### src/rtl/mem_port_master.sv
// Requester endpoint for one port of the shared-RAM controller: takes one client command,
// drives the port until ack, returns a response. Optional timeout: MEM_PORT_MASTER_TIMEOUT_EN.
module mem_port_master #(
    parameter int ADDR_W  = 8,
    parameter int DATA_W  = 8,
    parameter int TIMEOUT = 15
) (
    input  logic              clk,
    input  logic              reset,
    input  logic              cmd_valid,
    output logic              cmd_ready,
    input  logic              cmd_we,
    input  logic [ADDR_W-1:0] cmd_addr,
    input  logic [DATA_W-1:0] cmd_data,
    output logic              rsp_valid,
    input  logic              rsp_ready,
    output logic [DATA_W-1:0] rsp_data,
    output logic              rsp_err,
    output logic              mem_en,
    output logic [ADDR_W-1:0] mem_addr,
    output logic [DATA_W-1:0] mem_di,
    output logic              mem_we,
    input  logic              mem_ack,
    input  logic [DATA_W-1:0] mem_do
);

    typedef enum logic [1:0] {
        IDLE = 2'd0,
        REQ  = 2'd1,
        RESP = 2'd2
    } state_t;

    state_t state, state_next;
    logic   load_cmd;
    logic   capture;
    logic   expire;

`ifdef MEM_PORT_MASTER_TIMEOUT_EN
    localparam logic [7:0] EXPIRE_COUNT = 8'(TIMEOUT - 1);

    logic [7:0] req_count;
    logic       rsp_err_q;

    // An ack arriving in the expiry cycle still wins, so expiry requires ack low.
    assign expire  = (state == REQ) && !mem_ack && (req_count == EXPIRE_COUNT);
    assign rsp_err = rsp_err_q;

    always_ff @(posedge clk or negedge reset) begin
        if (!reset) begin
            req_count <= 8'd0;
            rsp_err_q <= 1'b0;
        end else begin
            if (load_cmd) begin
                req_count <= 8'd0;
            end else if (state == REQ && !mem_ack) begin
                req_count <= req_count + 8'd1;
            end
            if (capture) begin
                rsp_err_q <= 1'b0;
            end else if (expire) begin
                rsp_err_q <= 1'b1;
            end
        end
    end
`else
    assign expire  = 1'b0;
    assign rsp_err = 1'b0;
`endif

    always_ff @(posedge clk or negedge reset) begin
        if (!reset) begin
            state <= IDLE;
        end else begin
            state <= state_next;
        end
    end

    // mem_en is gated by ack combinationally: the controller resamples enables in the
    // ack cycle and would otherwise perform a second access.
    always_comb begin
        state_next = state;
        cmd_ready  = 1'b0;
        rsp_valid  = 1'b0;
        mem_en     = 1'b0;
        load_cmd   = 1'b0;
        capture    = 1'b0;
        case (state)
            IDLE: begin
                cmd_ready = 1'b1;
                if (cmd_valid) begin
                    load_cmd   = 1'b1;
                    state_next = REQ;
                end
            end
            REQ: begin
                mem_en = !mem_ack;
                if (mem_ack) begin
                    capture    = 1'b1;
                    state_next = RESP;
                end else if (expire) begin
                    state_next = RESP;
                end
            end
            RESP: begin
                rsp_valid = 1'b1;
                if (rsp_ready) begin
                    state_next = IDLE;
                end
            end
            default: state_next = IDLE;
        endcase
    end

    always_ff @(posedge clk or negedge reset) begin
        if (!reset) begin
            mem_we   <= 1'b0;
            mem_addr <= '0;
            mem_di   <= '0;
            rsp_data <= '0;
        end else begin
            if (load_cmd) begin
                mem_we   <= cmd_we;
                mem_addr <= cmd_addr;
                mem_di   <= cmd_data;
            end
            if (capture) begin
                rsp_data <= mem_we ? '0 : mem_do;
            end else if (expire) begin
                rsp_data <= '0;
            end
        end
    end

endmodule

### config.mk
export PLATFORM = sky130hd
export DESIGN_NAME = mem_port_master
export DESIGN_NICKNAME = d
export VERILOG_FILES = /design/src/rtl/mem_port_master.sv
export SDC_FILE = /design/constraint.sdc
export NUM_CORES = 1
export LEC_CHECK = 0
export CORE_MARGIN = 10
export CORE_UTILIZATION = 35
export DETAILED_ROUTE_END_ITERATION = 12
export GPL_TIMING_DRIVEN = 0
export PLACE_DENSITY = 0.79
export SETUP_SLACK_MARGIN = 0.02
export SKIP_LAST_GASP = 1
export SYNTH_ARGS = -nofsm -noshare
export SYNTH_HDL_FRONTEND = slang
export SYNTH_SLANG_ARGS = --single-unit
export TNS_END_PERCENT = 1
### constraint.sdc
create_clock -name clk -period 4.8 [get_ports clk]
set_clock_uncertainty 0.2 [all_clocks]
set_input_delay 0.48 -clock clk [delete_from_list [all_inputs] [get_ports clk]]
set_output_delay 0.48 -clock clk [all_outputs]
set_load 0.01 [all_outputs]
==> results.rst, run 1 <==
.. list-table::
   :header-rows: 1

   * - Metric
     - Value
   * - First-iteration detailed-routing DRC count
     - 27
   * - Post-synthesis instance total
     - between 70 and 80
   * - Input/output buffers
     - 57
   * - Outcome
     - finished clean
   * - Count of fill cells added during filler insertion
     - roughly 290
   * - Number of standard-cell rows in the floorplan
     - 20
   * - Fraction of synthesized cell area taken by the top area cell type
     - 60.3%
   * - Total of warnings raised by yosys
     - 0
   * - Cell types with the largest area share after synthesis
     - sky130_fd_sc_hd__dfrtp_1, sky130_fd_sc_hd__mux2_2, sky130_fd_sc_hd__nor2b_1, sky130_fd_sc_hd__nor3b_4, sky130_fd_sc_hd__buf_8
   * - Largest area contributor in the netlist
     - sky130_fd_sc_hd__dfrtp_1
   * - Mean area per synthesized cell
     - ~15 um2
   * - Post-cts resize count
     - 0
   * - Final count of pins violating max slew
     - 0
   * - Power per cell area
     - roughly 570 nW/um2
   * - TritonCTS clock tree
     - done
   * - Maximum Capacitance Violations
     - 0
   * - Crit-path leading delay family
     - buffers and inverters
   * - Pre-CTS worst setup slack
     - ~2400 ps
   * - Portion of the post-synthesis area used by sequential elements
     - about three fifths
   * - Largest net degree at the start of global routing
     - 28
   * - Fin cells
     - 180
   * - Final Critical Period
     - ~2300 ps
   * - Die span in y
     - ~77 um
   * - Overall power of the completed layout
     - ~1.0 mW
   * - Clock latency reported for the late side of the worst-skew pair
     - ~310 ps
   * - Setup slack of the most critical reg-to-reg path
     - between 3000 and 4000 ps
   * - Maximum fanout encountered on the critical timing path
     - 3
   * - Total Nets Final
     - ~170
   * - Clock tree root driver cell
     - sky130_fd_sc_hd__clkbuf_4
   * - Least-Margin Pin Slew
     - roughly 600 ps
   * - Design Area, Final
     - between 1500 and 2000 um2
   * - Average routed wire per standard cell
     - between 15 and 20 um
   * - Count of hold buffers inserted by post-cts repair
     - 0
   * - Slowest-stage cell, CP
     - sky130_fd_sc_hd__clkdlybuf4s50_1
   * - Leakage component of the power
     - 0.744 nW
   * - Critical register-to-register path endpoint
     - mem_addr[1]
   * - Vias per Instance
     - 4.45
   * - Setup slack of the critical path after layout
     - 2450 ps
   * - Worst Hold Endpoint
     - mem_addr[7]
   * - Wire length of the first global-routing pass
     - 4690 um
   * - Post-detail-place hpwl
     - approximately 2300 um
   * - Worst reg2reg path startpoint
     - state[1]
   * - Setup fix buffers added after clock tree synthesis
     - 0
   * - Type of the tightest min-delay check
     - reg2reg
   * - Placer Congestion
     - between 0.6 and 0.7
   * - Maximum resistive drop on vdd
     - 0.249 mV
   * - Worst Setup End Kind
     - output port
   * - Detailed-router iteration count before antenna repair
     - 2
   * - Sum of negative setup slack
     - 0 ps
   * - Number of CTS-inserted buffers
     - 3
   * - Clk slew on worst S/H paths
     - about 130 ps
   * - Core footprint
     - ~3100 um2
   * - Instance area at placement
     - 1750 um2
   * - Worst slew margin relative to its limit
     - 60.4%
   * - Utilization after layout
     - between 50% and 60%
   * - Total nets after synthesis
     - between 100 and 150
   * - Overflow left after global routing
     - 0
   * - Number of setup violations in the final report
     - 0
   * - Path type of the worst setup path
     - in2out
   * - Hold Path Stages
     - 1
   * - RSZ-0062 raised after global routing
     - no
   * - Worst hold slack
     - about 320 ps
   * - Die Footprint
     - around 5900 um2
   * - Number of buffers on the longest clock path
     - 2
   * - All-layer global routing usage
     - slightly below 10%
   * - H-Tree Level Count
     - 1
   * - I/O pins
     - around 60
   * - Area delta synth->final
     - 58.7%
   * - Share of layout cells above drive strength 1
     - 25.0%
   * - Antenna violations before repair
     - 0
   * - Ordered list of cells on the worst path
     - clkdlybuf4s50_1, nor3b_1, clkdlybuf4s50_1
   * - Required time at the worst-slack endpoint
     - about 4100 ps
   * - Worst setup SP type
     - input pin
   * - Residual DRC
     - 0
   * - Initial cell density of the core
     - between 30% and 40%
   * - Routed wire length
     - around 2800 um
   * - Cell count after placement
     - 175
   * - CP most frequent cell
     - sky130_fd_sc_hd__clkdlybuf4s50_1
   * - Endpoint arrival time on the critical path
     - approximately 1700 ps
   * - Maximum achievable frequency
     - 426 MHz
   * - Routed vias
     - approximately 800
   * - Number of different library cells in the post-synthesis netlist
     - 15
   * - Synthesized flop and latch total
     - 27
   * - R2R cell count
     - 3
   * - Number of antenna diodes
     - 0
   * - DIE WIDTH
     - 76.6 um
   * - Cell area after synthesis
     - approximately 1100 um2
   * - Antenna-violating nets left
     - 0
   * - Slowest Stage Delay on Critical Path
     - ~570 ps
   * - Number of global-route vias before repair
     - slightly above 900
   * - Startpoint of the tightest hold check path
     - mem_addr[7]
   * - Sinks on Clock Net
     - 27
   * - Final hold vios
     - 0
   * - CP bufs+invs
     - 2
   * - Tcrit/Tclk final
     - a little under 50%
-- report_power, final --
| part | switching [mW] | total [mW] | leakage, nW | internal [mW] |
|---|---|---|---|---|
| registers | 0.0712 | 0.405 | 0.327 | 0.334 |
| logic | 0.181 | 0.519 | 0.402 | 0.337 |
| clock network | 0.0602 | 0.0926 | 0.0150 | 0.0324 |
-- state kept, by name, summed over array words and instances, names as in the netlist --
name      cells
mem_we        1
rsp_data      8
state         2
mem_di        8
mem_addr      8
-- placed cells by master (no fill, tap or decap), drive strengths merged --
cell type and n:
clkdlybuf4s50 56, mux2 25, nor3b 2, nand2b 2
nor2 1, a21oi 1, conb 1, a21o 1
dlygate4sd3 1, nor2b 9, and3b 1, inv 1
clkbuf 4, dfrtp 27, buf 4
-- layout make-up --
class / instances / area (um2) / area share (%)
multi-input cells: 43 / 407 / 22.9
plain buffers: 3 / 33.8 / 1.90
flip-flops and latches: 27 / 676 / 38.0
inverters: 1 / 3.75 / 0.211
clock buffers: 4 / 26.3 / 1.48
repair buffers: 58 / 576 / 32.4
well taps: 44 / 55.1 / 3.10
-- worst max path at each step --
stage              start           to  slack (ps)  cells past startpoint
6_report         mem_ack       mem_en        2450                      3
4_1_cts          mem_ack       mem_en        2440                      3
2_1_floorplan  cmd_valid  mem_addr[0]        3150                      3
5_1_grt          mem_ack       mem_en        2420                      3
3_3_place_gp     mem_ack       mem_en        2450                      3
3_5_place_dp     mem_ack       mem_en        2440                      3
-- cell usage after synthesis (all sizes together) --
| cell type | n |
|---|---|
| buf | 3 |
| a21oi | 1 |
| conb | 1 |
| nor3b | 2 |
| nor2b | 9 |
| a21o | 1 |
| mux2 | 25 |
| nor2 | 1 |
| and3b | 1 |
| inv | 1 |
| nand2b | 2 |
| dfrtp | 27 |
-- metal layers --
metal,share of wire [%],track usage (%)
met1,38,10.7
met5,0,0
met2,53,17.0
met3,7.3,3.07
met4,0.98,4.46
-- cell families after synthesis --
kind of cell,Yosys count,synth area share [%]
DFF,27,60.3
muxes,25,25.1
and+or+nand+nor,15,9.72
buffers and inverters,4,3.35
AOI/OAI and AO/OA,2,1.12
other,1,0.335
Power figures use the tool's default switching activity.
==> run 2, diff against run 1 <==
- PLACE_DENSITY: 0.79 -> 0.81
- clock period: 4.8 -> 1.9 ns (I/O delays scaled with it)
==> run 2 against run 1 <==
  * Flip-flop and latch count unchanged
  * Core utilization about the same
  * Design area about the same
  * Sequential power increased to 2.6 times the previous value
  * Global-route usage increased by 0.75 points
  * Count of clock-buffer cells in the layout unchanged
  * First-iteration DRC count increased by 26%
  * Non-clock buffer count decreased by 1
  * Register-to-register slack got worse by 2900 ps
  * Critical path depth decreased by 2
  * Clock power increased to 2.6 times the previous value
  * Largest cell class unchanged
==> results.rst, run 2 (synthesis results as in run 1) <==
.. list-table::
   :header-rows: 1

   * - Metric
     - Value
   * - Outcome
     - finished clean
   * - Die Footprint
     - 5860 um2 (unchanged)
   * - DIE WIDTH
     - 76.6 um (unchanged)
   * - Count of hold buffers inserted by post-cts repair
     - 0 (unchanged)
   * - Crit-path leading delay family
     - buffers and inverters
   * - Total Nets Final
     - 166 (-0.60%)
   * - Power per cell area
     - 1460 nW/um2 (+150%)
   * - Setup fix buffers added after clock tree synthesis
     - 0 (unchanged)
   * - H-Tree Level Count
     - 1 (unchanged)
   * - Fin cells
     - 179 (-0.56%)
   * - TritonCTS clock tree
     - done
   * - CP bufs+invs
     - 1 (-1)
   * - Detailed-router iteration count before antenna repair
     - 4 (+2)
   * - I/O pins
     - 59 (unchanged)
   * - Initial cell density of the core
     - 36.7% (unchanged)
   * - Maximum Capacitance Violations
     - 0 (unchanged)
   * - Number of global-route vias before repair
     - 940 (+3.2%)
   * - Maximum resistive drop on vdd
     - 0.806 mV (+220%)
   * - Placer Congestion
     - 0.724 (+4.0%)
   * - Worst slew margin relative to its limit
     - 20.7% (-40 points)
   * - Required time at the worst-slack endpoint
     - 1510 ps (-2610 ps)
   * - Largest net degree at the start of global routing
     - 28 (unchanged)
   * - Tcrit/Tclk final
     - just under 100%
   * - Number of setup violations in the final report
     - 0 (unchanged)
   * - Path type of the worst setup path
     - reg2out
   * - Maximum achievable frequency
     - roughly 530 MHz
   * - Clock latency reported for the late side of the worst-skew pair
     - 320 ps (about the same)
   * - Area delta synth->final
     - 58.5% (about the same)
   * - Leakage component of the power
     - 0.757 nW (+1.8%)
   * - Vias per Instance
     - 4.40 (-1.2%)
   * - Overflow left after global routing
     - 0 (unchanged)
   * - Final Critical Period
     - 1880 ps
   * - Cell count after placement
     - 175 (unchanged)
   * - Sinks on Clock Net
     - 27 (unchanged)
   * - Slowest-stage cell, CP
     - sky130_fd_sc_hd__clkdlybuf4s50_1
   * - Number of antenna diodes
     - 0 (unchanged)
   * - Post-detail-place hpwl
     - 2380 um (+4.8%)
   * - Number of standard-cell rows in the floorplan
     - 20 (unchanged)
   * - Slowest Stage Delay on Critical Path
     - 610 ps (+40 ps)
   * - Worst setup SP type
     - flip-flop
   * - Top Registers
     - mem_addr: 8 flops, mem_di: 8 flops, rsp_data: 8 flops
   * - First-iteration detailed-routing DRC count
     - 34 (+26%)
   * - Antenna violations before repair
     - 0 (unchanged)
   * - Clock tree root driver cell
     - sky130_fd_sc_hd__clkbuf_4
   * - Least-Margin Pin Slew
     - 1190 ps (+591 ps)
   * - Number of buffers on the longest clock path
     - 2 (unchanged)
   * - Leading cell types in the layout, fill and taps excluded
     - sky130_fd_sc_hd__clkdlybuf4s50_1, sky130_fd_sc_hd__mux2_2, sky130_fd_sc_hd__dfrtp_1
   * - Clk slew on worst S/H paths
     - 140 ps (about the same)
   * - Endpoint arrival time on the critical path
     - 1490 ps (-180 ps)
   * - Wire length of the first global-routing pass
     - 4970 um (+6.2%)
   * - All-layer global routing usage
     - 10.6% (+0.75 points)
   * - Ordered list of cells on the worst path
     - clkdlybuf4s50_1
   * - Die span in y
     - 76.6 um (unchanged)
   * - Share of layout cells above drive strength 1
     - 25.9% (+0.93 points)
   * - Most common cell after layout, fill and taps aside
     - sky130_fd_sc_hd__clkdlybuf4s50_1
   * - Input/output buffers
     - 57 (unchanged)
   * - Final count of pins violating max slew
     - 0 (unchanged)
   * - Routed vias
     - 787 (-1.7%)
   * - Core footprint
     - 3050 um2 (unchanged)
   * - RSZ-0062 raised after global routing
     - yes
   * - Design Area, Final
     - 1780 um2 (about the same)
   * - Instance area at placement
     - 1750 um2 (unchanged)
   * - Routed wire length
     - 2930 um (+6.7%)
   * - Number of CTS-inserted buffers
     - 3 (unchanged)
   * - Antenna-violating nets left
     - 0 (unchanged)
   * - Maximum fanout encountered on the critical timing path
     - 10 (+7)
   * - Average routed wire per standard cell
     - 16.4 um (+7.2%)
   * - Type of the tightest min-delay check
     - in2reg
   * - Residual DRC
     - 0 (unchanged)
   * - Final hold vios
     - 0 (unchanged)
   * - Worst Setup End Kind
     - output port
[run 2: cell count changes in the layout (fill, tap and decap cells not counted)]
cell	before	now
sky130_fd_sc_hd__dfrtp_1	27	25
sky130_fd_sc_hd__dlygate4sd3_1	1	0
sky130_fd_sc_hd__dlygate4sd2_1	0	1
sky130_fd_sc_hd__clkdlybuf4s50_1	56	55
sky130_fd_sc_hd__dfrtp_2	0	2
sky130_fd_sc_hd__dlymetal6s2s_1	0	1
sky130_fd_sc_hd__buf_2	1	0
[run 2: through the flow]
step           setup WS [ps]  setup TNS (ps)  util [%]  power [mW]  hold WS [ps]
2_1_floorplan            276               0         -        1.62          -306
3_3_place_gp           -67.3            -656      57.2        2.34           287
3_5_place_dp           -86.7            -784      57.2        2.40           294
4_1_cts                -63.6           -91.5      58.1        2.65           218
5_1_grt                -96.5            -149      58.2        2.79           228
6_report                18.3               0      58.2        2.59           234
[run 2: layout make-up]
| cell class | count | area (um2) |
|---|---|---|
| Sequential cell | 27 | 678 |
| Timing Repair Buffer | 57 | 572 |
| Multi-Input combinational cell | 43 | 407 |
| Fill cell | 263 | 1280 |
| Buffer | 3 | 33.8 |
| Tap cell | 44 | 55.1 |
| Clock buffer | 4 | 26.3 |
| Inverter | 1 | 3.75 |
[run 2: final timing paths]
| kind | startpoint | end | slack (ps) | depth (start not counted) |
|---|---|---|---|---|
| worst max-delay path | mem_we | mem_we | 20 | 1 |
| worst max register to register | state[1] | mem_di[5] | 120 | 3 |
| worst min-delay path | rsp_ready | state[1] | 230 | 3 |
| min in group asynchronous | reset | mem_di[0] | 280 | 1 |
| worst min register to register | mem_di[4] | mem_di[4] | 320 | 1 |
| max in group asynchronous | reset | state[0] | 440 | 1 |
[run 2: repair_timing]
action,in CTS,in global routing
setup endpoints to repair,3,3
hold endpoints to repair,0,0
resized for setup,3,1
[run 2: power breakdown]
group / leakage, nW / total, mW / switching [mW] / internal, mW
sequential: 0.324 / 1.04 / 0.189 / 0.848
clock: 0.0150 / 0.240 / 0.158 / 0.0821
combinational: 0.418 / 1.31 / 0.465 / 0.847
[run 2: routing by layer]
layer  track usage, %  share of wire, %  up-vias
met5                0                 0        -
met2             19.8                55       31
met4             3.72               1.9        0
li1                 -                 -      372
met1             10.6                37      380
met3             3.54               5.7        4
[run 2: worst min-delay path, stage by stage]
cell and delay, ps:
sky130_fd_sc_hd__clkdlybuf4s50_1 400, sky130_fd_sc_hd__inv_1 50, sky130_fd_sc_hd__a21o_1 90
